**config.mk**
```make
export PLATFORM = sky130hd
export DESIGN_NAME = pdu_debounce_flat
export DESIGN_NICKNAME = d
export VERILOG_FILES = /design/src/rtl/pdu_pkg.sv /design/src/rtl/pdu_debounce_if.sv /design/src/rtl/pdu_debounce_ch.sv /design/src/rtl/pdu_debounce.sv /design/src/flat_wrapper.sv
export SDC_FILE = /design/constraint.sdc
export NUM_CORES = 1
export LEC_CHECK = 0
export ABC_CLOCK_PERIOD_IN_PS = 2100
export CAP_MARGIN = 20
export CORE_MARGIN = 10
export CORE_UTILIZATION = 60
export CTS_CLUSTER_DIAMETER = 50
export DETAILED_ROUTE_END_ITERATION = 8
export GPL_ROUTABILITY_DRIVEN = 0
export PLACE_DENSITY = 0.78
export REMOVE_ABC_BUFFERS = 1
export SYNTH_ARGS = -nofsm -noshare
export SYNTH_HDL_FRONTEND = slang
export SYNTH_HIERARCHICAL = 1
export SYNTH_SLANG_ARGS = --single-unit
```
**constraint.sdc**
```tcl
create_clock -name clk -period 2.1 [get_ports clk]
set_input_delay 0.315 -clock clk [delete_from_list [all_inputs] [get_ports clk]]
set_output_delay 0.315 -clock clk [all_outputs]
set_load 0.05 [all_outputs]
```
**src/rtl/pdu_pkg.sv**
```systemverilog
// pdu_pkg: shared constants for the PDU switch/button debouncer.
package pdu_pkg;
  localparam int unsigned DB_CYCLES = 500000;
  localparam int CNT_W = 20;
  localparam int N_CH = 8;
  localparam int IN_W = 5;
  localparam int CH_RUN = 0;
  localparam int CH_STEP = 1;
  localparam int CH_VALID = 2;
  localparam int CH_IN0 = 3;
endpackage

```
**src/rtl/pdu_debounce_if.sv**
```systemverilog
// pdu_debounce_if: raw switch inputs and debounced outputs of the PDU debouncer.
interface pdu_debounce_if;
  import pdu_pkg::*;
  logic raw_run, raw_step, raw_valid;
  logic [IN_W-1:0] raw_in;
  logic run, step, valid;
  logic [IN_W-1:0] in;
  logic [N_CH-1:0] rise, fall;
  logic busy;
  modport master (output raw_run, raw_step, raw_valid, raw_in,
                  input run, step, valid, in, rise, fall, busy);
  modport slave (input raw_run, raw_step, raw_valid, raw_in,
                 output run, step, valid, in, rise, fall, busy);
endinterface

```
**src/rtl/pdu_debounce_ch.sv**
```systemverilog
// debounce_ch: one channel -- 2-flop synchronizer, stability counter, accepted level and edge pulses.
module debounce_ch #(
  parameter int unsigned DB_CYCLES = pdu_pkg::DB_CYCLES,
  parameter int CNT_W = pdu_pkg::CNT_W
) (
  input  logic clk,
  input  logic rst,
  input  logic raw_i,
  output logic level_o,
  output logic rise_o,
  output logic fall_o,
  output logic busy_o
);
  logic s1_q, s2_q, stable_q, stable_d, rise_q, rise_d, fall_q, fall_d, diff, done;
  logic [CNT_W-1:0] cnt_q, cnt_d;
  // any sample matching the accepted level restarts the count
  always_comb begin
    diff = s2_q != stable_q;
    done = diff && (cnt_q == CNT_W'(DB_CYCLES - 1));
    cnt_d = (!diff || done) ? '0 : cnt_q + CNT_W'(1);
    stable_d = done ? s2_q : stable_q;
    rise_d = done && s2_q;
    fall_d = done && !s2_q;
  end
  always_ff @(posedge clk or posedge rst) begin
    if (rst) begin
      s1_q <= 1'b0;
      s2_q <= 1'b0;
      stable_q <= 1'b0;
      cnt_q <= '0;
      rise_q <= 1'b0;
      fall_q <= 1'b0;
    end else begin
      s1_q <= raw_i;
      s2_q <= s1_q;
      stable_q <= stable_d;
      cnt_q <= cnt_d;
      rise_q <= rise_d;
      fall_q <= fall_d;
    end
  end
  assign level_o = stable_q;
  assign rise_o = rise_q;
  assign fall_o = fall_q;
  assign busy_o = |cnt_q;
endmodule

```
**src/rtl/pdu_debounce.sv**
```systemverilog
// pdu_debounce: eight debounced channels {in[4:0], valid, step, run} feeding the debug unit.
module pdu_debounce #(
  parameter int unsigned DB_CYCLES = pdu_pkg::DB_CYCLES,
  parameter int CNT_W = pdu_pkg::CNT_W
) (
  input logic clk,
  input logic rst,
  pdu_debounce_if.slave bus
);
  localparam int N = pdu_pkg::N_CH;
  localparam int IN0 = pdu_pkg::CH_IN0;
  localparam int IW = pdu_pkg::IN_W;
  logic [N-1:0] raw, lvl, rise, fall, bsy;
  assign raw = {bus.raw_in, bus.raw_valid, bus.raw_step, bus.raw_run};
  for (genvar i = 0; i < N; i++) begin : g_ch
    debounce_ch #(.DB_CYCLES(DB_CYCLES), .CNT_W(CNT_W)) u_ch (
      .clk(clk),
      .rst(rst),
      .raw_i(raw[i]),
      .level_o(lvl[i]),
      .rise_o(rise[i]),
      .fall_o(fall[i]),
      .busy_o(bsy[i])
    );
  end
  assign bus.run = lvl[pdu_pkg::CH_RUN];
  assign bus.step = lvl[pdu_pkg::CH_STEP];
  assign bus.valid = lvl[pdu_pkg::CH_VALID];
  assign bus.in = lvl[IN0 +: IW];
  assign bus.rise = rise;
  assign bus.fall = fall;
  assign bus.busy = |bsy;
endmodule

```
**src/flat_wrapper.sv**
```systemverilog
// flat-port wrapper written by rule: the top's interface ports become plain ports
module pdu_debounce_flat 
#(
  parameter int unsigned DB_CYCLES = pdu_pkg::DB_CYCLES,
  parameter int CNT_W = pdu_pkg::CNT_W
)
  (clk, rst, bus_raw_run, bus_raw_step, bus_raw_valid, bus_raw_in, bus_run, bus_step, bus_valid, bus_in, bus_rise, bus_fall, bus_busy);
  pdu_debounce_if bus_i ();
  input logic clk;
  input logic rst;
  input wire logic [$bits(bus_i.raw_run)-1:0] bus_raw_run;
  input wire logic [$bits(bus_i.raw_step)-1:0] bus_raw_step;
  input wire logic [$bits(bus_i.raw_valid)-1:0] bus_raw_valid;
  input wire logic [$bits(bus_i.raw_in)-1:0] bus_raw_in;
  output wire logic [$bits(bus_i.run)-1:0] bus_run;
  output wire logic [$bits(bus_i.step)-1:0] bus_step;
  output wire logic [$bits(bus_i.valid)-1:0] bus_valid;
  output wire logic [$bits(bus_i.in)-1:0] bus_in;
  output wire logic [$bits(bus_i.rise)-1:0] bus_rise;
  output wire logic [$bits(bus_i.fall)-1:0] bus_fall;
  output wire logic [$bits(bus_i.busy)-1:0] bus_busy;
  assign bus_i.raw_run = bus_raw_run;
  assign bus_i.raw_step = bus_raw_step;
  assign bus_i.raw_valid = bus_raw_valid;
  assign bus_i.raw_in = bus_raw_in;
  assign bus_run = bus_i.run;
  assign bus_step = bus_i.step;
  assign bus_valid = bus_i.valid;
  assign bus_in = bus_i.in;
  assign bus_rise = bus_i.rise;
  assign bus_fall = bus_i.fall;
  assign bus_busy = bus_i.busy;
  pdu_debounce #(.DB_CYCLES(DB_CYCLES), .CNT_W(CNT_W)) u_core (.clk(clk), .rst(rst), .bus(bus_i));
endmodule
```
After elaboration in Yosys (flattened, before gate mapping)
Cells that the tools add are included.
{ "classes": {"add_sub_neg": 8, "n_eq_ne": 16, "muxes": 8, "reduce_logical": 49} }
{ "ops": {"columns": ["cell", "count"], "rows": [
  ["adder 20 x 1 -> 20 bit, second input constant", 8],
  ["equality test 20 x 19 -> 1 bit, second input constant", 8],
  ["two-way mux 20 bit", 8],
  ["OR reduction 160 bit", 1],
  ["logical AND 1 bit", 24],
  ["logical NOT 1 bit", 16],
  ["logical OR 1 bit", 8],
  ["inequality test 1 bit", 8]
]} }
{ "totals": {"regBits": 200, "inputBits": 10, "output_inout_bits": 25} }

Longest topological paths before layout
{ "logic_depth": {"word_depth": 4, "ltp_mapped": 6} }

By module
Netlist, hierarchy kept.
{ "by_module_without_submodules": {"columns": ["mod", "n_inst", "cells_each", "area_per_inst_um2"], "rows": [
  ["debounce_ch (u_core.g_ch[0].u_ch ...)", 7, 121, 1263.7],
  ["debounce_ch (u_core.g_ch[3].u_ch)", 1, 121, 1278.7],
  ["pdu_debounce", 1, 3, 16.3]
]} }

Worst setup path after synthesis
OpenSTA, ideal clock, no wires.
{ "synth_timing": {"path_type": "flip-flop to output port", "startpoint": "register u_core.g_ch[1].u_ch.cnt_q[9]", "endpoint": "output port bus_busy", "t_arrival_ns": 1.625, "setup_slack_ns": 0.160, "stages_incl_launch_ff": 6, "path_buffers": 0, "path_cell_list": "dfrtp_1 > nor4_4 > nand3_2 > nand4b_1 > nor4_1 > nand2_1"} }
{ "synth_via": {"elab_chain_len": 1} }
{ "synth_rtl": {"columns": ["element", "line", "rtl"], "rows": [
  ["start, declared", "pdu_debounce_ch.sv:15", "logic [CNT_W-1:0] cnt_q, cnt_d;"],
  ["start signal, assigned", "pdu_debounce_ch.sv:37", "cnt_q <= cnt_d;"],
  ["OR reduction 160 bit", "pdu_debounce.sv:32", "assign bus.busy = |bsy;"],
  ["end, declared", "flat_wrapper.sv:21", "output wire logic [$bits(bus_i.busy)-1:0] bus_busy;"]
]} }
No other way between the ends.

Worst setup path after layout
{ "layout_timing": {"startpoint": "register u_core.g_ch[6].u_ch.cnt_q[9]", "endpoint": "output port bus_busy"} }
{ "layout_via": {"elab_chain_len": 1} }
{ "layout_rtl": {"columns": ["element", "line"], "rows": [
  ["start, declared", "pdu_debounce_ch.sv:15"],
  ["start signal, assigned", "pdu_debounce_ch.sv:37"],
  ["OR reduction 160 bit", "pdu_debounce.sv:32"]
]} }
No other way between the ends.

==> flow_summary.json <==
{
  "status": "finished with violations",
  "use_met3_pct": 4.38,
  "cp_data_required_time_ns": 1.78,
  "num_io_pins": 35,
  "postSynthCellCount": 971,
  "antenna_found_initial": 0,
  "hpwlAfterDp_um": 14900,
  "drt_iter0_drc": 549,
  "dr_total_vias": 7867,
  "hp-start": "bus_raw_step",
  "wire_per_inst_um": 16.0,
  "fp.dieW_um": 150,
  "fin_area_sq_um": 12000,
  "first_pass_iters": 5,
  "dp.cells": 1302,
  "rsz0062_at_grt": "yes",
  "cts_tree": "built",
  "cts_buffers": 17,
  "drcViolationCount": 0,
  "hold_violations": 0,
  "htreeDepth": 4,
  "final_core_util_pct": 72.4,
  "fin_cells": 1336,
  "postRouteAntennaNets": 0,
  "reg2reg_to": "u_core/g_ch[2].u_ch/level_o",
  "end_kind": "primary output",
  "yosys_register_bits": 200,
  "drt_wl_total_um": 21400,
  "clkSlewWorstSetupHoldPaths_ns": 0.07,
  "clkLatencyLatePin_ns": 0.42,
  "yosys_warnings": 6,
  "critPathLaunchType": "flop",
  "synth_xor_area_share_pct": 9.67,
  "layout_min_cycle_time_ns": 2.43,
  "synth_area_sq_um": 10100,
  "cp_max_fo": 2,
  "drive_above_1_share_pct": 17.5,
  "hold_path_class": "primary input to flop",
  "die_height_um": 150,
  "r2r_start": "u_core/g_ch[2].u_ch/cnt_q[0]",
  "powerDensity_nw_per_um2": 622,
  "finalPower_mw": 7.46,
  "worst_slew_pin_slew_ns": 0.531,
  "final.setup.worst_slack_ns": -0.331,
  "finalCritPeriodShare_pct": 116,
  "drv_cap": 0,
  "grt_use_met1_pct": 25.4,
  "synth-simple-area-share_pct": 28.7,
  "holdPathEnd": "u_core/g_ch[1].u_ch/s1_q",
  "top_usage_layer": "met2",
  "maxSlewViolCount": 0,
  "first_global_vias": 7768,
  "multiInputGateArea_sq_um": 4930,
  "fin_setup_tns_ns": -0.331,
  "finClkSkew_ns": 0.00751,
  "synth_edf_count": 0,
  "grt_pass1_wl_um": 36800,
  "syn_to_final_growth_pct": 18.3,
  "whs_path_depth": 1,
  "arrival_ns": 2.12,
  "synth_compound_area_share_pct": 6.51,
  "yosys.cell_types.count": 30,
  "async_reset_ff_share_pct": 100,
  "crit_type": "flop to primary output",
  "fmax_ghz": 0.411,
  "violations": "negative setup slack",
  "track_usage_pct": 19.6,
  "cts_buffer_depth": 2,
  "setup_viol": 1,
  "grt_remaining_overflow": 0,
  "nNetsFinal": 1131,
  "regArea_sq_um": 5010,
  "via_per_inst": 5.89,
  "syn_avg_cell_area_sq_um": 10.4,
  "grt_use_met2_pct": 32.5,
  "placement.cell_area_sq_um": 11300,
  "synth_top_family_by_area": "simple AND/OR/NAND/NOR gates",
  "dieArea_sq_um": 22500,
  "core.rowCount": 47,
  "n_fill_cell": 1165,
  "r2r_slack_ns": 0.09,
  "seq_area_frac_synth_pct": 49.4,
  "p_leak_nw": 5.32,
  "ys.flop_type": "dfrtp_1",
  "start_util_pct": 61.2,
  "cts.sinks": 200,
  "ff2ff_path_depth": 4,
  "max-slew-margin-rel_pct": 64.5,
  "fin_hold_ws_ns": 0.322,
  "core-area_sq_um": 16600,
  "vdd_ir_drop_max_v": 0.000578,
  "muxShareOfSynthArea_pct": 1.18,
  "io_buffers": 34,
  "root_buffer": "clkbuf_16",
  "synthAdderAreaFrac_pct": 1.97,
  "grt_max_degree": 26,
  "preCtsSetupSlack_ns": 0.0362,
  "diodes": 0
}
[repair_timing]
action | 4_1_cts | 5_1_grt
setup endpoints to repair | 1 | 11
cloned | 0 | 0
hold endpoints to repair | 0 | 0
resized for setup | 9 | 6
hold buffers | 0 | 0
setup buffers | 4 | 0
pin swaps | 10 | 1
[cell type report]
type	count	area share [%]
Clock buffer	22	3.87
Clock inverter	8	0.824
Inverter	24	0.751
Multi-Input combinational cell	723	41.1
Sequential cell	200	41.7
Tap cell	220	2.29
Timing Repair Buffer	139	9.44
[cells by family after synthesis]
group,Yosys count
and+or+nand+nor,499
adders and majority gates,16
buffers and inverters,48
xor gates and xnor gates,112
AOI/OAI and AO/OA,88
muxes,8
DFF,200
[routing by layer]
metal / vias up / part of all wire, %
met2: 171 / 50
met5: - / 0
met1: 3878 / 45
met3: 20 / 4.3
met4: 0 / 1.1
li1: 3798 / -
[flip-flops by register name (all words and copies together), names as in the netlist]
| signal | count |
|---|---|
| u_core/g_ch.u_ch/s2_q | 8 |
| u_core/g_ch.u_ch/cnt_q | 160 |
| u_core/g_ch.u_ch/s1_q | 8 |
| u_core/g_ch.u_ch/rise_o | 8 |
| u_core/g_ch.u_ch/fall_o | 8 |
| u_core/g_ch.u_ch/level_o | 8 |
[critical path: stages (launching register included)]
cell,delay (ns)
dfrtp_1,0.41
nor4_4,0.29
nand3_2,0.11
nand4b_1,0.29
nor4_2,0.28
nand2_1,0.14
buf_6,0.18
[cell usage in the layout (no fill, tap or decap), types with 17 or more instances in the layout]
master,synthesis,routed
clkbuf_16,0,17
inv_1,24,24
a21oi_1,40,40
or4_1,32,31
xnor2_1,40,40
o21ai_0,24,24
nor3_1,24,23
buf_4,0,105
nor2_1,136,136
clkdlybuf4s50_1,0,32
nand4_1,63,63
nand2_1,65,65
and4_1,24,24
dfrtp_1,200,197
nand3_1,40,40
xor2_1,72,72
[cell usage after synthesis (all sizes together) (16+ instances only)]
| cell | instances | area (sq um) |
|---|---|---|
| nor3 | 24 | 120 |
| buf | 24 | 170 |
| and3 | 24 | 160 |
| or3 | 16 | 100 |
| ha | 16 | 200 |
| xor2 | 72 | 631 |
| nand3 | 48 | 280 |
| o21ai | 24 | 120 |
| nor3b | 16 | 120 |
| nand4 | 64 | 415 |
| xnor2 | 40 | 350 |
| and4 | 24 | 210 |
| dfrtp | 200 | 5000 |
| or4 | 40 | 330 |
| nor2 | 136 | 510 |
| nor4 | 26 | 283 |
| o31ai | 16 | 120 |
| inv | 24 | 90.1 |
| nand2 | 65 | 244 |
| a21oi | 40 | 200 |
[how the worst max path moves through the flow]
stage | end | start | slack (ns)
floorplan | bus_busy | u_core/g_ch[1].u_ch/cnt_q[9] | 0.16
global placement | bus_busy | u_core/g_ch[6].u_ch/cnt_q[9] | 0.05
detailed placement | bus_busy | u_core/g_ch[1].u_ch/cnt_q[9] | 0.04
CTS | bus_busy | u_core/g_ch[6].u_ch/cnt_q[9] | -0.34
global route | bus_busy | u_core/g_ch[6].u_ch/cnt_q[9] | -0.48
finish | bus_busy | u_core/g_ch[6].u_ch/cnt_q[9] | -0.33
[where the power goes]
part / total (mW) / switching (mW) / internal [mW]
sequential: 3.97 / 0.0616 / 3.90
clock: 3.14 / 1.34 / 1.80
combinational: 0.354 / 0.215 / 0.140
total: 7.46 / 1.62 / 5.85
Power figures use the tool's default switching activity.
